File: config.mk
export PLATFORM = sky130hd
export DESIGN_NAME = debounce_pulse
export DESIGN_NICKNAME = d
export VERILOG_FILES = /design/src/rtl/debounce_pkg.sv /design/src/rtl/input_sync.sv /design/src/rtl/debounce_pulse.sv
export SDC_FILE = /design/constraint.sdc
export NUM_CORES = 1
export LEC_CHECK = 0
export ABC_AREA = 0
export BUFFER_PORTS_ARGS = -buffer_cell sky130_fd_sc_hd__buf_2
export CAP_MARGIN = 20
export CORE_AREA = 2 2 39 41
export DETAILED_ROUTE_END_ITERATION = 16
export DIE_AREA = 0 0 41 43
export GPL_ROUTABILITY_DRIVEN = 1
export PLACE_DENSITY_LB_ADDON = 0.25
export SYNTH_ARGS = -nofsm -noshare
export SYNTH_HDL_FRONTEND = slang
export SYNTH_SLANG_ARGS = --single-unit
File: constraint.sdc
create_clock -name clk -period 1.5 [get_ports clk]
set_input_delay 0.075 -clock clk [delete_from_list [all_inputs] [get_ports clk]]
set_output_delay 0.075 -clock clk [all_outputs]
set_load 0.02 [all_outputs]
File: src/rtl/debounce_pkg.sv
// debounce_pkg
//   Shared definitions for the push-button / sensor debouncer.
//   - state_e          : 3-bit Moore state encoding of the debounce FSM
//   - MinStableCycles  : smallest legal STABLE_CYCLES
//   - MinSyncStages    : smallest legal SYNC_STAGES
//   - cnt_width()      : width of the stable-time counter for a given STABLE_CYCLES
package debounce_pkg;

  typedef enum logic [2:0] {
    StLow      = 3'd0,
    StRiseWait = 3'd1,
    StPulse    = 3'd2,
    StHigh     = 3'd3,
    StFallWait = 3'd4
  } state_e;

  localparam int unsigned MinStableCycles = 2;
  localparam int unsigned MinSyncStages   = 2;

  // ceil(log2(stable_cycles)); clamped to 1 so an illegal value still elaborates far
  // enough for the parameter check to report it.
  function automatic int unsigned cnt_width(input int unsigned stable_cycles);
    if (stable_cycles < 2) begin
      return 1;
    end
    return $clog2(stable_cycles);
  endfunction

endpackage

File: src/rtl/input_sync.sv
// input_sync
//   Parameterised flop chain that brings an asynchronous level into the clk domain.
//   Reusable for any slow asynchronous input.
//   Parameters:
//     STAGES : number of flops in the chain (>= 2)
//   Ports:
//     clk : clock, rising edge
//     rst : asynchronous active-low reset, clears every stage to 0
//     d   : raw asynchronous input
//     q   : synchronised output (last stage)
module input_sync
  import debounce_pkg::*;
#(
  parameter int unsigned STAGES = 2
) (
  input  logic clk,
  input  logic rst,
  input  logic d,
  output logic q
);

  if (STAGES < MinSyncStages) begin : gen_bad_stages
    $error("input_sync: STAGES must be at least %0d", MinSyncStages);
  end

  logic [STAGES-1:0] sync_q;

  always_ff @(posedge clk or negedge rst) begin
    if (!rst) begin
      sync_q <= '0;
    end else begin
      sync_q <= {sync_q[STAGES-2:0], d};
    end
  end

  assign q = sync_q[STAGES-1];

endmodule

File: src/rtl/debounce_pulse.sv
// debounce_pulse
//   Conditions a raw, bouncing asynchronous input: synchronises it, accepts a level
//   change only after STABLE_CYCLES identical samples, and emits one single-cycle
//   pulse per accepted rising edge. Falling edges update the level but never pulse.
//   Parameters:
//     STABLE_CYCLES : identical samples needed to accept a change (>= 2)
//     SYNC_STAGES   : synchroniser depth (>= 2)
//   Ports:
//     clk    : clock, rising edge
//     rst    : asynchronous active-low reset
//     btn_in : raw asynchronous input
//     pulse  : one cycle high per accepted rising edge
//     level  : debounced level of btn_in
module debounce_pulse
  import debounce_pkg::*;
#(
  parameter int unsigned STABLE_CYCLES = 4,
  parameter int unsigned SYNC_STAGES   = 2
) (
  input  logic clk,
  input  logic rst,
  input  logic btn_in,
  output logic pulse,
  output logic level
);

  if (STABLE_CYCLES < MinStableCycles) begin : gen_bad_stable
    $error("debounce_pulse: STABLE_CYCLES must be at least %0d", MinStableCycles);
  end
  if (SYNC_STAGES < MinSyncStages) begin : gen_bad_sync
    $error("debounce_pulse: SYNC_STAGES must be at least %0d", MinSyncStages);
  end

  localparam int unsigned    CntW   = cnt_width(STABLE_CYCLES);
  localparam logic [CntW-1:0] CntMax = CntW'(STABLE_CYCLES - 1);
  localparam logic [CntW-1:0] CntOne = CntW'(1);

  logic            sync;
  state_e          state_q, state_d;
  logic [CntW-1:0] cnt_q, cnt_d;

  input_sync #(
    .STAGES(SYNC_STAGES)
  ) u_input_sync (
    .clk(clk),
    .rst(rst),
    .d  (btn_in),
    .q  (sync)
  );

  always_ff @(posedge clk or negedge rst) begin
    if (!rst) begin
      state_q <= StLow;
      cnt_q   <= '0;
    end else begin
      state_q <= state_d;
      cnt_q   <= cnt_d;
    end
  end

  // cnt counts the samples already seen at the new level, so entering a wait state
  // loads 1 (the sample that triggered the transition).
  always_comb begin
    state_d = state_q;
    cnt_d   = cnt_q;
    unique case (state_q)
      StLow: begin
        if (sync) begin
          state_d = StRiseWait;
          cnt_d   = CntOne;
        end
      end
      StRiseWait: begin
        if (!sync) begin
          state_d = StLow;
          cnt_d   = '0;
        end else if (cnt_q == CntMax) begin
          state_d = StPulse;
          cnt_d   = '0;
        end else begin
          cnt_d = cnt_q + CntOne;
        end
      end
      // Fixed one-cycle stay: a glitch seen here is judged from StHigh instead.
      StPulse: begin
        state_d = StHigh;
      end
      StHigh: begin
        if (!sync) begin
          state_d = StFallWait;
          cnt_d   = CntOne;
        end
      end
      StFallWait: begin
        if (sync) begin
          state_d = StHigh;
          cnt_d   = '0;
        end else if (cnt_q == CntMax) begin
          state_d = StLow;
          cnt_d   = '0;
        end else begin
          cnt_d = cnt_q + CntOne;
        end
      end
      default: begin
        state_d = StLow;
        cnt_d   = '0;
      end
    endcase
  end

  // Moore decode from the registered state only, so reset clears outputs at once.
  always_comb begin
    pulse = 1'b0;
    level = 1'b0;
    unique case (state_q)
      StPulse: begin
        pulse = 1'b1;
        level = 1'b1;
      end
      StHigh, StFallWait: begin
        level = 1'b1;
      end
      default: begin
        pulse = 1'b0;
        level = 1'b0;
      end
    endcase
  end

endmodule

==> Word level (Yosys, flattened, before mapping) <==
Index checks and enable logic that the tools add are counted.
{ "word_totals": {"ram_bits": 0, "n_memories": 0, "elab_cells": 33, "in_bits": 3, "rom_bits": 0, "ff_bits": 7, "latch_bits": 0} }
{ "op_classes": {"shift": 0, "n_reduce_logical": 4, "div": 0, "muxes": 15, "bitwise_logic": 1, "mul": 0, "addsub": 1, "n_lt_le_gt_ge": 0, "eq_ne": 9} }
{ "ops": {"columns": ["op", "n"], "rows": [
  ["2-to-1 mux 3 bit", 6],
  ["one-hot mux 3 bit (5 select lines)", 1],
  ["2-to-1 mux 2 bit", 5],
  ["one-hot mux 2 bit (5 select lines)", 1],
  ["equality test 3 x 2 -> 1 bit (second input constant)", 2],
  ["AND reduction 4 bit", 1],
  ["equality test 3 x 1 -> 1 bit (second input constant)", 1],
  ["equality test 3 bit (second input constant)", 1],
  ["logical NOT 3 bit", 1],
  ["inequality test 3 x 2 -> 1 bit (second input constant)", 1],
  ["inequality test 3 bit (second input constant)", 1],
  ["AND reduction 3 bit", 1],
  ["OR reduction 3 bit", 1],
  ["adder 2 x 1 -> 2 bit (second input constant)", 1],
  ["equality test 2 bit (second input constant)", 1],
  ["2-to-1 mux 1 bit", 2],
  ["inequality test 2 x 1 -> 1 bit (second input constant)", 1],
  ["inequality test 2 bit (second input constant)", 1],
  ["NOT 1 bit", 1]
]} }

==> Logic depth before layout (Yosys ltp) <==
{ "logic_depth": {"ltp_word": 4, "depth_mapped": 4, "ltp_nobuf": 4} }

==> Hierarchy <==
From an unflattened synthesis, not the netlist that was laid out.
{ "hier_totals": {"hier_cells": 34, "hier_area_um2": 359.1} }
{ "modules_own_cells": {"columns": ["module", "cells_each", "instances", "area_per_inst_um2"], "rows": [
  ["debounce_pulse", 32, 1, 309.0],
  ["input_sync", 2, 1, 50.0]
]} }

==> Worst setup path after synthesis <==
Ideal clock, no wire load.
{ "synth_path": {"kind": "flip-flop to output port", "start": "reg state_q[1]", "end": "out level", "required_ns": 1.425, "arrival_ns": 1.150, "n_path_buf": 1, "path_slack_ns": 0.275, "stages_incl_launch_ff": 4, "path_cell_list": "dfrtp_1 -> buf_2 -> nand2b_1 -> o21ai_0"} }
{ "synth_via": {"elab_chain_len": 3, "elab_cells_between_ends": 5} }
{ "synth_lines": {"columns": ["element", "line_no", "rtl"], "rows": [
  ["start, declared", "debounce_pulse.sv:39", "state_e state_q, state_d;"],
  ["start signal, assigned", "debounce_pulse.sv:53", "state_q <= StLow;"],
  ["start signal, assigned", "debounce_pulse.sv:56", "state_q <= state_d;"],
  ["equality test 3 bit / equality test 3 x 2 -> 1 bit (equally long branches)", "debounce_pulse.sv:116", "unique case (state_q)"],
  ["OR reduction 3 bit (no line) (*)", null, null],
  ["2-to-1 mux 1 bit (*)", "debounce_pulse.sv:116", null],
  ["end, declared", "debounce_pulse.sv:24", "output logic level"]
]} }
Mark *: on every way between the ends. The rest lies on a longest branch, timed or not.

==> Final worst setup path <==
Ends and elaborated chain as after synthesis.

==> results.cfg <==
[clock_network]
post_cts_resized = 0
cts_root_buf = clkbuf_4
htree_levels = 1
cts_tree = built
clock_path_buffers = 2
path_clk_slew_ns = 0.05
numCtsBuffers = 3
cts_sinks = 7
clk_latency_ns = 0.25

[worst_setup_path]
worstSetupPathType = reg -> out
r2r_cells = 4
crit_start = state_q[1]$_DFFE_PN0P_
r2r-start = cnt_q[0]$_DFFE_PN0P_
r2r_slack_ns = 0.26
cp.arrival_ns = 1.27
crit_fanout = 11
reg2reg_to = cnt_q[1]$_DFFE_PN0P_
cp-end-kind = output pin
critPathLaunchType = flip-flop
cp.required_ns = 1.42

[grt]
grt_max_degree = 13
grt_pass1_vias = 309
grt_pass1_wl_mm = 1.24
antenna_found_initial = 0
grt_overflow = 0
grt_use_total_pct = 10.6

[routing]
met3RoutedLength_um = 37
drc_errors = 0
first_iter_violations = 5
drt_pass1_iterations = 2
wl_um = 689
vias = 292
top_layer_used = met3
avgRoutedWirePerCell_um = 11.5
via_per_inst = 4.87
postRouteAntennaNets = 0
dr_wl_met2_um = 349
wl_met1_um = 302

[sta]
slew_viol_final = 0
max_clock_freq_ghz = 0.746
worst_slew_pin_slew_ns = 0.343
hold_violations = 0
fin_tns_setup_ns = 0
max_slew_margin_pct = 77.1
grt_setup_unrepaired = no
final.min_clock_period_ns = 1.34
post-route-period-util_pct = 89.3
setup_viol = 0
clock_skew_ns = 0.00352

[yosys]
netlist_area_um2 = 388
synth-compound-area-share_pct = 22.6
synthSimpleGateAreaFrac_pct = 19.0
seq_area_frac_synth_pct = 45.2
synth_nets = 41
synth-xor-area-share_pct = 0
ys_ff_latch = 7
syn_inst = 37
avgSynthCellArea_um2 = 10.5
synth_fa_ha_area_share_pct = 3.23
synthMuxAreaShare_pct = 2.58
yosys.cell_types.count = 23
synth_warnings = 0
synth_top_family_by_area = compound AO/OA/AOI/OAI gates

[pwr]
power_density_nw_per_um2 = 1760
ir_drop_v = 0.000582
p_leak_nw = 0.189

[placed_design]
gp_congestion = 0.677
hpwl_um = 534
portBuffers = 4

[final_layout]
fin_nets = 49
drive_gt1_share_pct = 22.7
num_antenna_cells = 0
final_common_cell = dfrtp_1
final_cell_mix = dfrtp_1, buf_2, nand2b_1, clkbuf_4
final_util_pct = 32.7
area_delta_synth_final_pct = 16.8

[floorplanning]
dieHeight_um = 43
coreArea_um2 = 1380
io_pins = 5
start_util_pct = 28.0
fp.dieW_um = 41
placement_rows = 14
die_area_um2 = 1760

[job]
maxCapViolCount = 0

[outcome]
outcome = finished clean

[worst_hold_path]
holdCritPathClass = in -> async
-- cell type report --
type,count,area [um2]
repair buffers,6,40.0
flip-flops and latches,7,175
well taps,16,20.0
inverters,2,7.51
fillers,147,931
clock buffers,4,26.3
multi-input cells,25,184
-- where the power goes --
part	total [mW]	leakage, nW	switching [mW]	internal, mW
Clock	0.166	0.0150	0.0644	0.101
Sequential	0.337	0.0872	0.0956	0.241
Combinational	0.294	0.0870	0.138	0.156
-- routing by layer --
layer | track usage [%] | vias up
li1 | - | 148
met1 | 13.7 | 138
met2 | 15.0 | 6
met3 | 3.14 | 0
met4 | 6.00 | 0
met5 | 0 | -
-- cell usage after synthesis (all sizes together) --
library cell | n | area share [%]
nor4 | 1 | 1.6
inv | 2 | 1.9
dfrtp | 7 | 45
o211ai | 1 | 3.2
nor4b | 1 | 2.3
o21ai | 1 | 1.3
o32ai | 1 | 2.3
nand2b | 4 | 8.4
nor2 | 2 | 1.9
a22oi | 1 | 1.9
o22ai | 2 | 3.2
nand2 | 1 | 0.97
mux2i | 1 | 2.6
buf | 3 | 5.5
o32a | 1 | 2.6
o21a | 2 | 3.9
a31oi | 1 | 1.6
ha | 1 | 3.2
nor2b | 2 | 3.9
a21oi | 2 | 2.6
-- worst max-delay path, cell delays in order (launching register included) --
cell	delay (ns)
dfrtp_1	0.48
nand2b_1	0.21
o21ai_0	0.14
buf_2	0.19
-- cell families (layout without fill, tap and decap cells) --
| group | Yosys count | after routing |
|---|---|---|
| AOI/OAI and AO/OA | 12 | 12 |
| DFF | 7 | 7 |
| adders and majority gates | 1 | 1 |
| muxes | 1 | 1 |
| buffers and inverters | 5 | 12 |
| and+or+nand+nor | 11 | 11 |
-- sequential cells by signal (all words and copies together), names as in the netlist --
name	count
u_input_sync.sync_q	2
cnt_q	2
state_q	3
-- how the worst max path moves through the flow --
stage / endpoint / slack [ns] / depth (start not counted)
6_report: level / 0.16 / 3
5_1_grt: level / 0.01 / 3
4_1_cts: level / 0.14 / 3
3_5_place_dp: cnt_q[1]$_DFFE_PN0P_ / 0.26 / 4
3_3_place_gp: cnt_q[1]$_DFFE_PN0P_ / 0.30 / 4
2_1_floorplan: level / 0.28 / 3
-- metrics by stage --
| step | instances | power (mW) | worst slack (ns) | area [um2] | hold WS (ns) |
|---|---|---|---|---|---|
| after floorplan | 37 | 0.580 | 0.275 | 388 | -0.221 |
| final | 60 | 0.797 | 0.160 | 453 | 0.185 |
| after global routing | 60 | 0.880 | 0.0118 | 453 | 0.210 |
| after detailed placement | 54 | 0.634 | 0.265 | 407 | -0.0878 |
| after global placement | 54 | 0.613 | 0.296 | 407 | -0.0908 |
| after CTS | 60 | 0.811 | 0.145 | 453 | 0.185 |
-- timing repair --
item | CTS | global route
hold buffers | 2 | 0
setup buffers | 0 | 0
endpoints found under the setup margin | 0 | 0
endpoints found under the hold margin | 8 | 0
Note: power is estimated with default switching activity, not from simulation.
